===== config.mk =====
export PLATFORM = sky130hd
export DESIGN_NAME = ship_ctrl_flat
export DESIGN_NICKNAME = d
export VERILOG_FILES = /design/src/rtl/ship_ctrl_if.sv /design/src/rtl/ship_ctrl.sv /design/src/flat_wrapper.sv
export SDC_FILE = /design/constraint.sdc
export NUM_CORES = 1
export LEC_CHECK = 0
export BUFFER_PORTS_ARGS = -buffer_cell sky130_fd_sc_hd__buf_4
export CORE_UTILIZATION = 53
export CTS_BUF_LIST = sky130_fd_sc_hd__clkbuf_8
export CTS_CLUSTER_SIZE = 30
export DETAILED_ROUTE_END_ITERATION = 10
export GPL_ROUTABILITY_DRIVEN = 1
export PLACE_DENSITY = 0.71
export SKIP_CTS_REPAIR_TIMING = 1
export SLEW_MARGIN = 20
export SYNTH_ARGS = -nofsm -noshare
export SYNTH_HDL_FRONTEND = slang
export SYNTH_SLANG_ARGS = --single-unit

===== constraint.sdc =====
create_clock -name clk_1ms -period 2.3 [get_ports clk_1ms]
set_input_delay 0.46 -clock clk_1ms [delete_from_list [all_inputs] [get_ports clk_1ms]]
set_output_delay 0.46 -clock clk_1ms [all_outputs]
set_load 0.05 [all_outputs]

===== src/rtl/ship_ctrl_if.sv =====
// Board-side signal bundle for ship_ctrl: raw buttons and collision in,
// ship strobes/reset and game status out.
interface ship_ctrl_if;
  logic       btn_up_raw;
  logic       btn_down_raw;
  logic       btn_start_raw;
  logic       collision;
  logic       ship_up;
  logic       ship_down;
  logic       ship_rst_n;
  logic [1:0] game_state;
  logic [1:0] lives;

  // master: the board/collision side; slave: the game controller
  modport master (
    output btn_up_raw, btn_down_raw, btn_start_raw, collision,
    input  ship_up, ship_down, ship_rst_n, game_state, lives
  );

  modport slave (
    input  btn_up_raw, btn_down_raw, btn_start_raw, collision,
    output ship_up, ship_down, ship_rst_n, game_state, lives
  );
endinterface


===== src/rtl/ship_ctrl.sv =====
// Game controller: button sync/debounce, rate-limited move strobes, ship reset
// ownership and the IDLE/PLAY/HIT/OVER game FSM with a lives counter.
module ship_ctrl #(
  parameter int DEBOUNCE_MS = 10,
  parameter int MOVE_DIV    = 4,
  parameter int LIVES       = 3,
  parameter int HIT_HOLD_MS = 1000
) (
  input  logic        clk_1ms,
  input  logic        reset,
  ship_ctrl_if.slave  bus
);

  localparam int DW = $clog2(DEBOUNCE_MS + 1);
  localparam int MW = (MOVE_DIV > 1) ? $clog2(MOVE_DIV) : 1;
  localparam int HW = $clog2(HIT_HOLD_MS);
  localparam logic [DW-1:0] DB_LAST    = DW'(DEBOUNCE_MS - 1);
  localparam logic [MW-1:0] MOVE_LAST  = MW'(MOVE_DIV - 1);
  localparam logic [HW-1:0] HOLD_LAST  = HW'(HIT_HOLD_MS - 1);
  localparam logic [1:0]    LIVES_INIT = 2'(LIVES);

  typedef enum logic [1:0] {
    S_IDLE = 2'b00,
    S_PLAY = 2'b01,
    S_HIT  = 2'b10,
    S_OVER = 2'b11
  } state_t;

  // Button index: 0 = up, 1 = down, 2 = start
  logic [2:0]    raw;
  logic [2:0]    sync1_q, sync2_q;
  logic [2:0]    db_q, db_d;
  logic [DW-1:0] db_cnt_q [3];
  logic [DW-1:0] db_cnt_d [3];
  logic          start_dly_q;

  logic          start_rise;
  logic          up_held, down_held;

  state_t        state_q;
  logic [1:0]    lives_q;
  logic          up_q, down_q, ship_rst_n_q;
  logic [MW-1:0] move_cnt_q;
  logic [HW-1:0] hold_cnt_q;

  assign raw = {bus.btn_start_raw, bus.btn_down_raw, bus.btn_up_raw};

  // A level change is accepted only after DEBOUNCE_MS consecutive differing samples.
  always_comb begin
    db_d     = db_q;
    db_cnt_d = db_cnt_q;
    for (int i = 0; i < 3; i++) begin
      if (sync2_q[i] == db_q[i]) begin
        db_cnt_d[i] = '0;
      end else if (db_cnt_q[i] == DB_LAST) begin
        db_cnt_d[i] = '0;
        db_d[i]     = sync2_q[i];
      end else begin
        db_cnt_d[i] = db_cnt_q[i] + 1'b1;
      end
    end
  end

  always_ff @(posedge clk_1ms or negedge reset) begin
    if (!reset) begin
      sync1_q     <= '0;
      sync2_q     <= '0;
      db_q        <= '0;
      start_dly_q <= 1'b0;
      for (int i = 0; i < 3; i++) db_cnt_q[i] <= '0;
    end else begin
      sync1_q     <= raw;
      sync2_q     <= sync1_q;
      db_q        <= db_d;
      start_dly_q <= db_q[2];
      for (int i = 0; i < 3; i++) db_cnt_q[i] <= db_cnt_d[i];
    end
  end

  assign start_rise = db_q[2] & ~start_dly_q;
  assign up_held    = db_q[0] & ~db_q[1];
  assign down_held  = db_q[1] & ~db_q[0];

  always_ff @(posedge clk_1ms or negedge reset) begin
    if (!reset) begin
      state_q      <= S_IDLE;
      lives_q      <= LIVES_INIT;
      up_q         <= 1'b0;
      down_q       <= 1'b0;
      ship_rst_n_q <= 1'b0;
      move_cnt_q   <= '0;
      hold_cnt_q   <= '0;
    end else begin
      up_q   <= 1'b0;
      down_q <= 1'b0;
      case (state_q)
        S_IDLE: begin
          ship_rst_n_q <= 1'b0;
          lives_q      <= LIVES_INIT;
          move_cnt_q   <= '0;
          if (start_rise) begin
            state_q      <= S_PLAY;
            ship_rst_n_q <= 1'b1;
          end
        end
        S_PLAY: begin
          ship_rst_n_q <= 1'b1;
          // Collision beats a coincident move wrap: no strobe this cycle.
          if (bus.collision) begin
            if (lives_q == 2'd1) begin
              state_q <= S_OVER;
              lives_q <= 2'd0;
            end else begin
              state_q      <= S_HIT;
              lives_q      <= lives_q - 2'd1;
              ship_rst_n_q <= 1'b0;
              hold_cnt_q   <= '0;
            end
          end else if (move_cnt_q == MOVE_LAST) begin
            move_cnt_q <= '0;
            up_q       <= up_held;
            down_q     <= down_held;
          end else begin
            move_cnt_q <= move_cnt_q + 1'b1;
          end
        end
        S_HIT: begin
          ship_rst_n_q <= 1'b1;
          if (hold_cnt_q == HOLD_LAST) begin
            state_q    <= S_PLAY;
            move_cnt_q <= '0;
            hold_cnt_q <= '0;
          end else begin
            hold_cnt_q <= hold_cnt_q + 1'b1;
          end
        end
        default: begin
          ship_rst_n_q <= 1'b1;
          lives_q      <= 2'd0;
          if (start_rise) begin
            state_q      <= S_IDLE;
            ship_rst_n_q <= 1'b0;
            lives_q      <= LIVES_INIT;
          end
        end
      endcase
    end
  end

  assign bus.ship_up    = up_q;
  assign bus.ship_down  = down_q;
  assign bus.ship_rst_n = ship_rst_n_q;
  assign bus.game_state = state_q;
  assign bus.lives      = lives_q;

endmodule


===== src/flat_wrapper.sv =====
// flat-port wrapper written by rule: the top's interface ports become plain ports
module ship_ctrl_flat 
#(
  parameter int DEBOUNCE_MS = 10,
  parameter int MOVE_DIV    = 4,
  parameter int LIVES       = 3,
  parameter int HIT_HOLD_MS = 1000
)
  (clk_1ms, reset, bus_btn_up_raw, bus_btn_down_raw, bus_btn_start_raw, bus_collision, bus_ship_up, bus_ship_down, bus_ship_rst_n, bus_game_state, bus_lives);
  ship_ctrl_if bus_i ();
  input  logic clk_1ms;
  input  logic reset;
  input wire logic [$bits(bus_i.btn_up_raw)-1:0] bus_btn_up_raw;
  input wire logic [$bits(bus_i.btn_down_raw)-1:0] bus_btn_down_raw;
  input wire logic [$bits(bus_i.btn_start_raw)-1:0] bus_btn_start_raw;
  input wire logic [$bits(bus_i.collision)-1:0] bus_collision;
  output wire logic [$bits(bus_i.ship_up)-1:0] bus_ship_up;
  output wire logic [$bits(bus_i.ship_down)-1:0] bus_ship_down;
  output wire logic [$bits(bus_i.ship_rst_n)-1:0] bus_ship_rst_n;
  output wire logic [$bits(bus_i.game_state)-1:0] bus_game_state;
  output wire logic [$bits(bus_i.lives)-1:0] bus_lives;
  assign bus_i.btn_up_raw = bus_btn_up_raw;
  assign bus_i.btn_down_raw = bus_btn_down_raw;
  assign bus_i.btn_start_raw = bus_btn_start_raw;
  assign bus_i.collision = bus_collision;
  assign bus_ship_up = bus_i.ship_up;
  assign bus_ship_down = bus_i.ship_down;
  assign bus_ship_rst_n = bus_i.ship_rst_n;
  assign bus_game_state = bus_i.game_state;
  assign bus_lives = bus_i.lives;
  ship_ctrl #(.DEBOUNCE_MS(DEBOUNCE_MS), .MOVE_DIV(MOVE_DIV), .LIVES(LIVES), .HIT_HOLD_MS(HIT_HOLD_MS)) u_core (.clk_1ms(clk_1ms), .reset(reset), .bus(bus_i));
endmodule

# Yosys cells after proc, flatten, opt, wreduce, memory -nomap -nowiden
# Index checks and enable logic that the tools add are counted.
[totals]
regBits = 41
input_bits = 6
output_inout_bits = 7
word_cells = 94
[op_classes]
n_addsub = 6
eq_ne = 16
n_mux = 35
n_bitwise = 10
n_reduce_logical = 11
[op_table]
columns = ["cell", "n"]
rows = [
  ["two-way mux 10 bit", 3],
  ["two-way mux 4 bit", 6],
  ["two-way mux 2 bit", 10],
  ["case mux 10 bit (2 select lines)", 1],
  ["case mux 2 bit (3 select lines)", 3],
  ["adder 4 x 1 -> 4 bit (second input constant)", 3],
  ["equality test 4 bit (second input constant)", 3],
  ["two-way mux 1 bit", 11],
  ["adder 10 x 1 -> 10 bit (second input constant)", 1],
  ["equality test 10 bit (second input constant)", 1],
  ["AND reduction 2 bit", 4],
  ["NOT 1 bit", 7],
  ["!= test 2 bit (second input constant)", 3],
  ["AND reduction 3 bit", 2],
  ["nonzero test 3 bit", 2],
  ["equality test 2 x 1 -> 1 bit (second input constant)", 2],
  ["equality test 2 bit (second input constant)", 2],
  ["!= test 2 x 1 -> 1 bit (second input constant)", 2],
  ["AND reduction 4 bit", 1],
  ["AND 1 bit", 3],
  ["equality test 1 bit", 3],
  ["case mux 1 bit (3 select lines)", 1],
  ["adder 2 x 1 -> 2 bit (second input constant)", 1],
  ["zero test 2 bit", 1],
  ["2 further kinds", 2],
]

# Depth between registers and ports, before layout
# Gate-level depths: netlist of the first run.
[depth]
word_depth = 5
depth_mapped = 7
ltp_nobuf = 6

# Least setup slack after synthesis of the first run
# No wires, ideal clock.
[synth_timing]
path_type = "reg2reg"
from = "reg u_core.state_q[1], in the netlist u_core.bus.game_state[1]"
to = "reg u_core.state_q[0], in the netlist u_core.bus.game_state[0]"
setup_ps = 128
arrival_time_ps = 1978
required_time_ps = 2172
slack_ps = 194
stages_incl_launch_ff = 7
path_buffers = 1
period_less_slack_ps = 2106
cell_sequence = "dfrtp_1 > inv_1 > ha_1 > clkbuf_1 > and2b_1 > nor3_4 > mux2_1"
[synth_via]
elab_chain_len = 3
elab_cells_between_ends = 9
classes_between = "5 x eq/ne; 1 x mux; 3 x reduce/logical"
[synth_lines]
columns = ["element", "line_no", "rtl"]
rows = [
  ["start, declared", "ship_ctrl.sv:40", "state_t state_q;"],
  ["start signal, assigned", "ship_ctrl.sv:86", "state_q <= S_IDLE;"],
  ["start signal, assigned", "ship_ctrl.sv:102", "state_q <= S_PLAY;"],
  ["start signal, assigned", "ship_ctrl.sv:111", "state_q <= S_OVER;"],
  ["equality test 2 bit, or another cell as far along", "ship_ctrl.sv:96", "case (state_q)"],
  ["!= test 2 x 1 -> 1 bit (no source line), or another cell as far along", "--", ""],
  ["AND reduction 4 bit (no source line)", "--", ""],
]
# Several ways; a longest one is shown, not always the timed one.
# A chain may end at the register's enable or synchronous reset.

# Worst setup path after layout of the first run
[layout_timing]
from = "reg u_core.lives_q[1], in the netlist u_core.bus.lives[1]"
to = "reg u_core.hold_cnt_q[7]"
[layout_via]
elab_chain_len = 3
[layout_lines]
columns = ["element", "line_no", "rtl"]
rows = [
  ["start, declared", "ship_ctrl.sv:41", "logic [1:0] lives_q;"],
  ["start signal, assigned", "ship_ctrl.sv:115", "lives_q <= lives_q - 2'd1;"],
  ["equality test 2 x 1 -> 1 bit", "ship_ctrl.sv:110", "if (lives_q == 2'd1) begin"],
  ["!= test 2 bit (no source line)", "--", ""],
  ["AND reduction 3 bit (no source line)", "--", ""],
  ["end signal, assigned", "ship_ctrl.sv:134", "hold_cnt_q <= hold_cnt_q + 1'b1;"],
  ["end, declared", "ship_ctrl.sv:44", "logic [HW-1:0] hold_cnt_q;"],
]
# Every way passes these cells.

==> results by group, run 1 <==
Flow run
  • Max cap viols: 0

Routing
  • DRC viols: 0
  • Vias: 1408
  • Routed WL per cell: 14.3 um
  • WL final: 3520 um
  • Antenna violation net count after detailed routing: 0
  • First drt pass iteration count: 4
  • Routed vias/inst: 5.70
  • Initial DRC Count: 66

Setup path
  • Critical path required time: 2.52 ns
  • R2R depth: 6
  • CP endpoint kind: register
  • Worst R2R Start: u_core.bus.lives[1]
  • Setup crit start kind: register
  • Critical path arrival: 2.27 ns
  • CP Capture Point: u_core.hold_cnt_q[7]
  • Critical path class: reg2reg
  • Reg-to-reg slack, setup: 0.25 ns
  • Crit Path Max Fanout: 9
  • R2R Path End: u_core.hold_cnt_q[7]
  • CP Launch Point: u_core.bus.lives[1]

STA
  • Fin. Hold Viols: 0
  • Slew @ Worst Pin: 0.500 ns
  • RSZ-0062 raised after global routing: false
  • Fin crit period: 2.05 ns
  • Slew Limit Fails: 0
  • Final hold slack: 0.122 ns
  • Final setup vio count: 0
  • Period utilization: 89.1%
  • Worst setup margin: 0.252 ns
  • Fmax: 488 MHz
  • Total negative slack: 0 ns
  • Final Skew: 0.00522 ns
  • Worst rel slew slack: 66.7%

Synth
  • Register area share after synthesis: 52.0%
  • Yosys warning count: 0
  • Asr flop ratio synth: 100%
  • Syn Nets: 204
  • Cell taking the most area after synthesis: dfrtp_1
  • Count leader, synth: dfrtp_1
  • Top cells by area, synth: dfrtp_1 49%, ha_1 8.9%, nor2_1 3.6%
  • Area of the mapped netlist: 1980 um^2
  • Synth top cells by count: 39 x dfrtp_1, 19 x nor2_1, 14 x ha_1
  • Top cell type's share of synthesized area: 49.3%
  • Post-synth top flop: dfrtp_1
  • Syn_area_per_cell: 10.8 um^2
  • Yosys reg bits: 41
  • Distinct cell type count after synthesis: 39
  • EDFF count, synth: 0
  • Mapped Cells: 184

Run status
  • Outcome: finished, final reports clean

GRT
  • First-pass GRT wire length: 6220 um
  • Initial antenna violation count: 0
  • Tot GR Track Use: 20.5%
  • GR Overflow Total: 0
  • Largest net degree at the start of global routing: 42
  • Vias in the first global route: 1338

Die
  • Die H: 63.1 um
  • Die Area: 3980 um^2
  • Initial core utilization: 57.5%
  • Core area: 3440 um^2
  • IO Pins: 13
  • Die Wd: 63.1 um
  • Row count: 21

CTS
  • CTS Buffer Depth: 2
  • TritonCTS clock tree: done
  • Inserted Clock Buffers: 5
  • # clock sinks: 41
  • H-tree levels: 2
  • CTS Root Cell: clkbuf_8
  • Clock slew at reported path FFs: 0.08 ns
  • Clk Latency, worst-skew pair: 0.30 ns

Final layout
  • Core Util, Final: 65.5%
  • Diodes inserted: 0
  • Nets@finish: 220
  • Layout cells sized above 1: 14.9%
  • Area delta synth->final: 14.0%

Power
  • Pwr Density: 707 nW/um^2
  • Max VDD drop: 0.000576 V
  • Tot Pwr: 1.59 mW
  • Static leakage: 1.04 nW

Worst hold path
  • Worst hold-check path type: in2async

Placement
  • RD Place Congestion: 0.863
  • Post-place setup slack: 0.287 ns
  • DPL Wire Length: 2580 um
  • I/O Buffers: 12
[critical path: stages, from the launching register on]
cell and delay, ns:
dfstp_2 0.55, inv_1 0.04, ha_1 0.22, nand2b_1 0.20, a21o_1 0.28, or4_1 0.52, a21oi_1 0.17
[layer usage]
| metal | global-route usage, % | vias up | routed length (um) |
|---|---|---|---|
| met4 | 8.72 | 0 | 70 |
| met5 | 0 | - | 0 |
| li1 | - | 676 | - |
| met1 | 26.0 | 684 | 1510 |
| met2 | 33.1 | 41 | 1760 |
| met3 | 5.43 | 7 | 188 |
[metrics by stage]
stage / std cells / cell area [um^2]
floorplan: 184 / 1980
global placement: 239 / 2120
detailed placement: 239 / 2120
CTS: 247 / 2260
global route: 247 / 2260
finish: 247 / 2260
[cell families after synthesis]
family,Yosys count,share of synthesized area (%)
flip-flops,41,52.0
AND/OR/NAND/NOR,70,19.1
AO/OA/AOI/OAI,30,10.2
XOR/XNOR,10,4.43
adder cells (fa/ha/maj),14,8.86
multiplexers,5,2.78
buffers and inverters,14,2.66
[sequential cells by signal, summed over array words and instances (netlist names), 2 cells and up]
register and count:
u_core.bus.game_state 2, u_core.hold_cnt_q 10, u_core.db_cnt_q 12, u_core.sync2_q 3
u_core.bus.lives 2, u_core.db_q 3, u_core.sync1_q 3, u_core.move_cnt_q 2
[area by class of cell]
type | instances | area, um^2
clock buffer | 5 | 68.8
timing repair buffer | 13 | 97.6
tap | 46 | 57.6
fill | 284 | 1190
sequential | 41 | 1030
inverter | 10 | 37.5
clock inverter | 3 | 68.8
multi-input combinational | 129 | 897
[where the power goes]
part           internal (mW)  switching (mW)
sequential             0.761          0.0368
clock                  0.437           0.255
combinational         0.0483          0.0575
total                   1.25           0.349
[how the worst min path moves through the flow]
stage                                     to  depth (start not counted)  slack, ns
global placement           u_core.sync2_q[1]                          0       0.33
finish                  u_core.hold_cnt_q[2]                          1       0.12
global route             u_core.db_cnt_q[11]                          1       0.16
detailed placement         u_core.sync2_q[0]                          0       0.35
CTS                      u_core.db_cnt_q[11]                          1       0.13
floorplan           u_core.bus.game_state[0]                          0       0.16
[layout by cell type, fill, tap and decap left out, types with 3 or more instances in the layout]
cell type and instances:
or4_1 4, nor2_1 19, nand2_1 11, clkbuf_8 5, o21ai_1 3, a21oi_1 8
ha_1 14, xor2_1 6, inv_1 10, nand3_1 12, mux2_2 3, xnor2_1 4
a22o_1 3, nor3b_1 3, nand2b_1 3, o21ai_0 6, buf_4 13, nor3_1 4
nand3b_1 3, dfrtp_1 39
No activity file was read; power rests on OpenSTA's default activity.
==> run 2, diff against run 1 <==
CELL_PAD_IN_SITES_DETAIL_PLACEMENT = 1   (was not set)
CELL_PAD_IN_SITES_GLOBAL_PLACEMENT = 1   (was not set)
CORE_UTILIZATION = 49   (was 53)
PLACE_DENSITY = not set   (was 0.71)
PLACE_DENSITY_LB_ADDON = 0.1   (was not set)
==> run 2 against run 1 <==
- critical path depth unchanged
- maximum frequency is 4.4% lower
- power fell by 8.2%
- design area decreased by 1.7%
- highest routed layer unchanged
- via count about the same
- critical endpoint unchanged
- sequential share of layout area rose by 0.80 points
- combinational power grew 4%
- clock power is 19% lower
- flip-flop and latch count stayed put
==> results by group, run 2 (same netlist as run 1, synthesis figures left out) <==
Final layout
  • Most frequent cells in the layout: 39 x dfrtp_1, 19 x nor2_1, 14 x ha_1
  • Nets@finish: 219 (-0.45%)
  • Top flop regs: u_core.db_cnt_q x12, u_core.hold_cnt_q x10
  • Top reg by flops: u_core.db_cnt_q
  • Area of the multi-input gates: 897 um^2 (unchanged)
  • Post-Layout Cell Count: 247 (unchanged)
  • Most common cell after layout, fill and taps aside: dfrtp_1
  • FF+latch area: 1030 um^2 (unchanged)
  • Max reg flops: 12 (unchanged)
  • Diodes inserted: 0 (unchanged)
  • Fillers: 403 (+42%)
  • Area delta synth->final: 12.1%
  • Layout cells sized above 1: 14.1% (-0.86 points)

GRT
  • GR Overflow Total: 0 (unchanged)
  • Initial antenna violation count: 0 (unchanged)
  • First-pass GRT wire length: 7360 um (+18%)
  • Vias in the first global route: 1574 (+18%)
  • Largest net degree at the start of global routing: 42 (unchanged)
  • Tot GR Track Use: 23.2% (+2.7 points)

Worst hold path
  • Worst hold-check path type: in2async

Die
  • Initial core utilization: 52.5% (-5.0 points)
  • Die Wd: 65.5 um (+3.9%)
  • Row count: 22 (+4.8%)
  • Die Area: 4290 um^2 (+7.9%)
  • Die H: 65.5 um (+3.9%)
  • Core area: 3770 um^2 (+9.6%)
  • IO Pins: 13 (unchanged)

Placement
  • I/O Buffers: 12 (unchanged)
  • DPL Wire Length: 3040 um (+18%)
  • Post-place setup slack: 0.152 ns (-0.135 ns)
  • Inst Count DP: 240 (+0.42%)
  • RD Place Congestion: 0.816 (-5.5%)

Routing
  • First drt pass iteration count: 4 (unchanged)
  • Initial DRC Count: 78 (+18%)
  • Vias: 1409 (+0.071%)
  • Routed vias/inst: 5.70 (about the same)
  • DRC viols: 0 (unchanged)
  • Antenna violation net count after detailed routing: 0 (unchanged)
  • Routed WL per cell: 16.5 um (+16%)
  • WL final: 4070 um (+16%)

STA
  • Fin. Hold Viols: 0 (unchanged)
  • Slew Limit Fails: 0 (unchanged)
  • Final Skew: 0.00433 ns (-0.000882 ns)
  • Worst setup margin: 0.157 ns (-0.0944 ns)
  • Worst rel slew slack: 66.6% (-0.096 points)
  • Final setup vio count: 0 (unchanged)
  • Slew @ Worst Pin: 0.501 ns (+0.00144 ns)
  • Period utilization: 93.2% (+4.1 points)
  • RSZ-0062 raised after global routing: false
  • Total negative slack: 0 ns (unchanged)
  • Fmax: 467 MHz (-4.4%)
  • Fin crit period: 2.14 ns (+0.0944 ns)
  • Final hold slack: 0.129 ns (+0.00739 ns)

Setup path
  • CP endpoint kind: register
  • Cell Chain, Critical Path: inv_1 -> ha_1 -> nand2b_1 -> a21o_1 -> or4_1 -> a21oi_1
  • Buf/Inv on CP: 1 (unchanged)
  • Critical path class: reg2reg
  • Critical path arrival: 2.37 ns (+0.10 ns)
  • Crit Path Max Fanout: 15 (+6)
  • Critical-path top delay cell: or4_1
  • CP Launch Point: u_core.bus.lives[1]
  • Critical path required time: 2.52 ns (about the same)
  • Worst R2R Start: u_core.bus.lives[1]
  • Setup crit start kind: register
  • CP delay by family, top: simple AND/OR/NAND/NOR gates
  • Worst path max stage delay: 0.55 ns (about the same)

Power
  • Max VDD drop: 0.000470 V (-18%)
  • Static leakage: 1.02 nW (-1.9%)
  • Tot Pwr: 1.46 mW (-8.2%)
  • Pwr Density: 661 nW/um^2 (-6.6%)

CTS
  • TritonCTS clock tree: done
  • CTS Buffer Depth: 2 (unchanged)
  • CTS Root Cell: clkbuf_8
  • Clock slew at reported path FFs: 0.08 ns (about the same)
  • # clock sinks: 41 (unchanged)
  • H-tree levels: 2 (unchanged)
  • Inserted Clock Buffers: 5 (unchanged)
  • Clk Latency, worst-skew pair: 0.29 ns (about the same)

Flow run
  • Max cap viols: 0 (unchanged)

Run status
  • Outcome: finished, final reports clean
run 2: area by class of cell:
cell class                 count  share of cell area, %
timing repair buffer          12                   4.06
clock buffer                   5                   3.10
inverter                      10                   1.69
multi-input combinational    129                   40.5
sequential                    41                   46.4
tap                           48                   2.71
clock inverter                 2                   1.58
run 2: routing by layer:
metal  wire [um]  GRT usage [%]
met1        1710           28.2
met2        2170           38.4
met3         131           6.42
met4          63           10.1
met5           0              0
run 2: stage by stage:
step	cell area, um^2	utilization [%]
6_report	2220	58.8
5_1_grt	2220	58.8
4_1_cts	2220	58.8
3_5_place_dp	2110	56.0
3_3_place_gp	2110	56.0
2_1_floorplan	1980	-
run 2: worst paths after layout:
check | end | slack, ns | depth (start not counted)
worst min-delay path | u_core.hold_cnt_q[7] | 0.13 | 1
min in group clk_1ms | u_core.sync1_q[1] | 0.27 | 1
worst max-delay path | u_core.hold_cnt_q[7] | 0.16 | 6
max in group asynchronous | u_core.bus.lives[1] | 1.80 | 1
worst max register to register | u_core.hold_cnt_q[7] | 0.16 | 6
worst min register to register | u_core.sync2_q[0] | 0.35 | 0
run 2: power breakdown:
| group | internal (mW) | switching, mW | total [mW] |
|---|---|---|---|
| sequential | 0.761 | 0.0363 | 0.798 |
| combinational | 0.0489 | 0.0607 | 0.110 |
| clock | 0.315 | 0.242 | 0.557 |
| total | 1.13 | 0.339 | 1.46 |
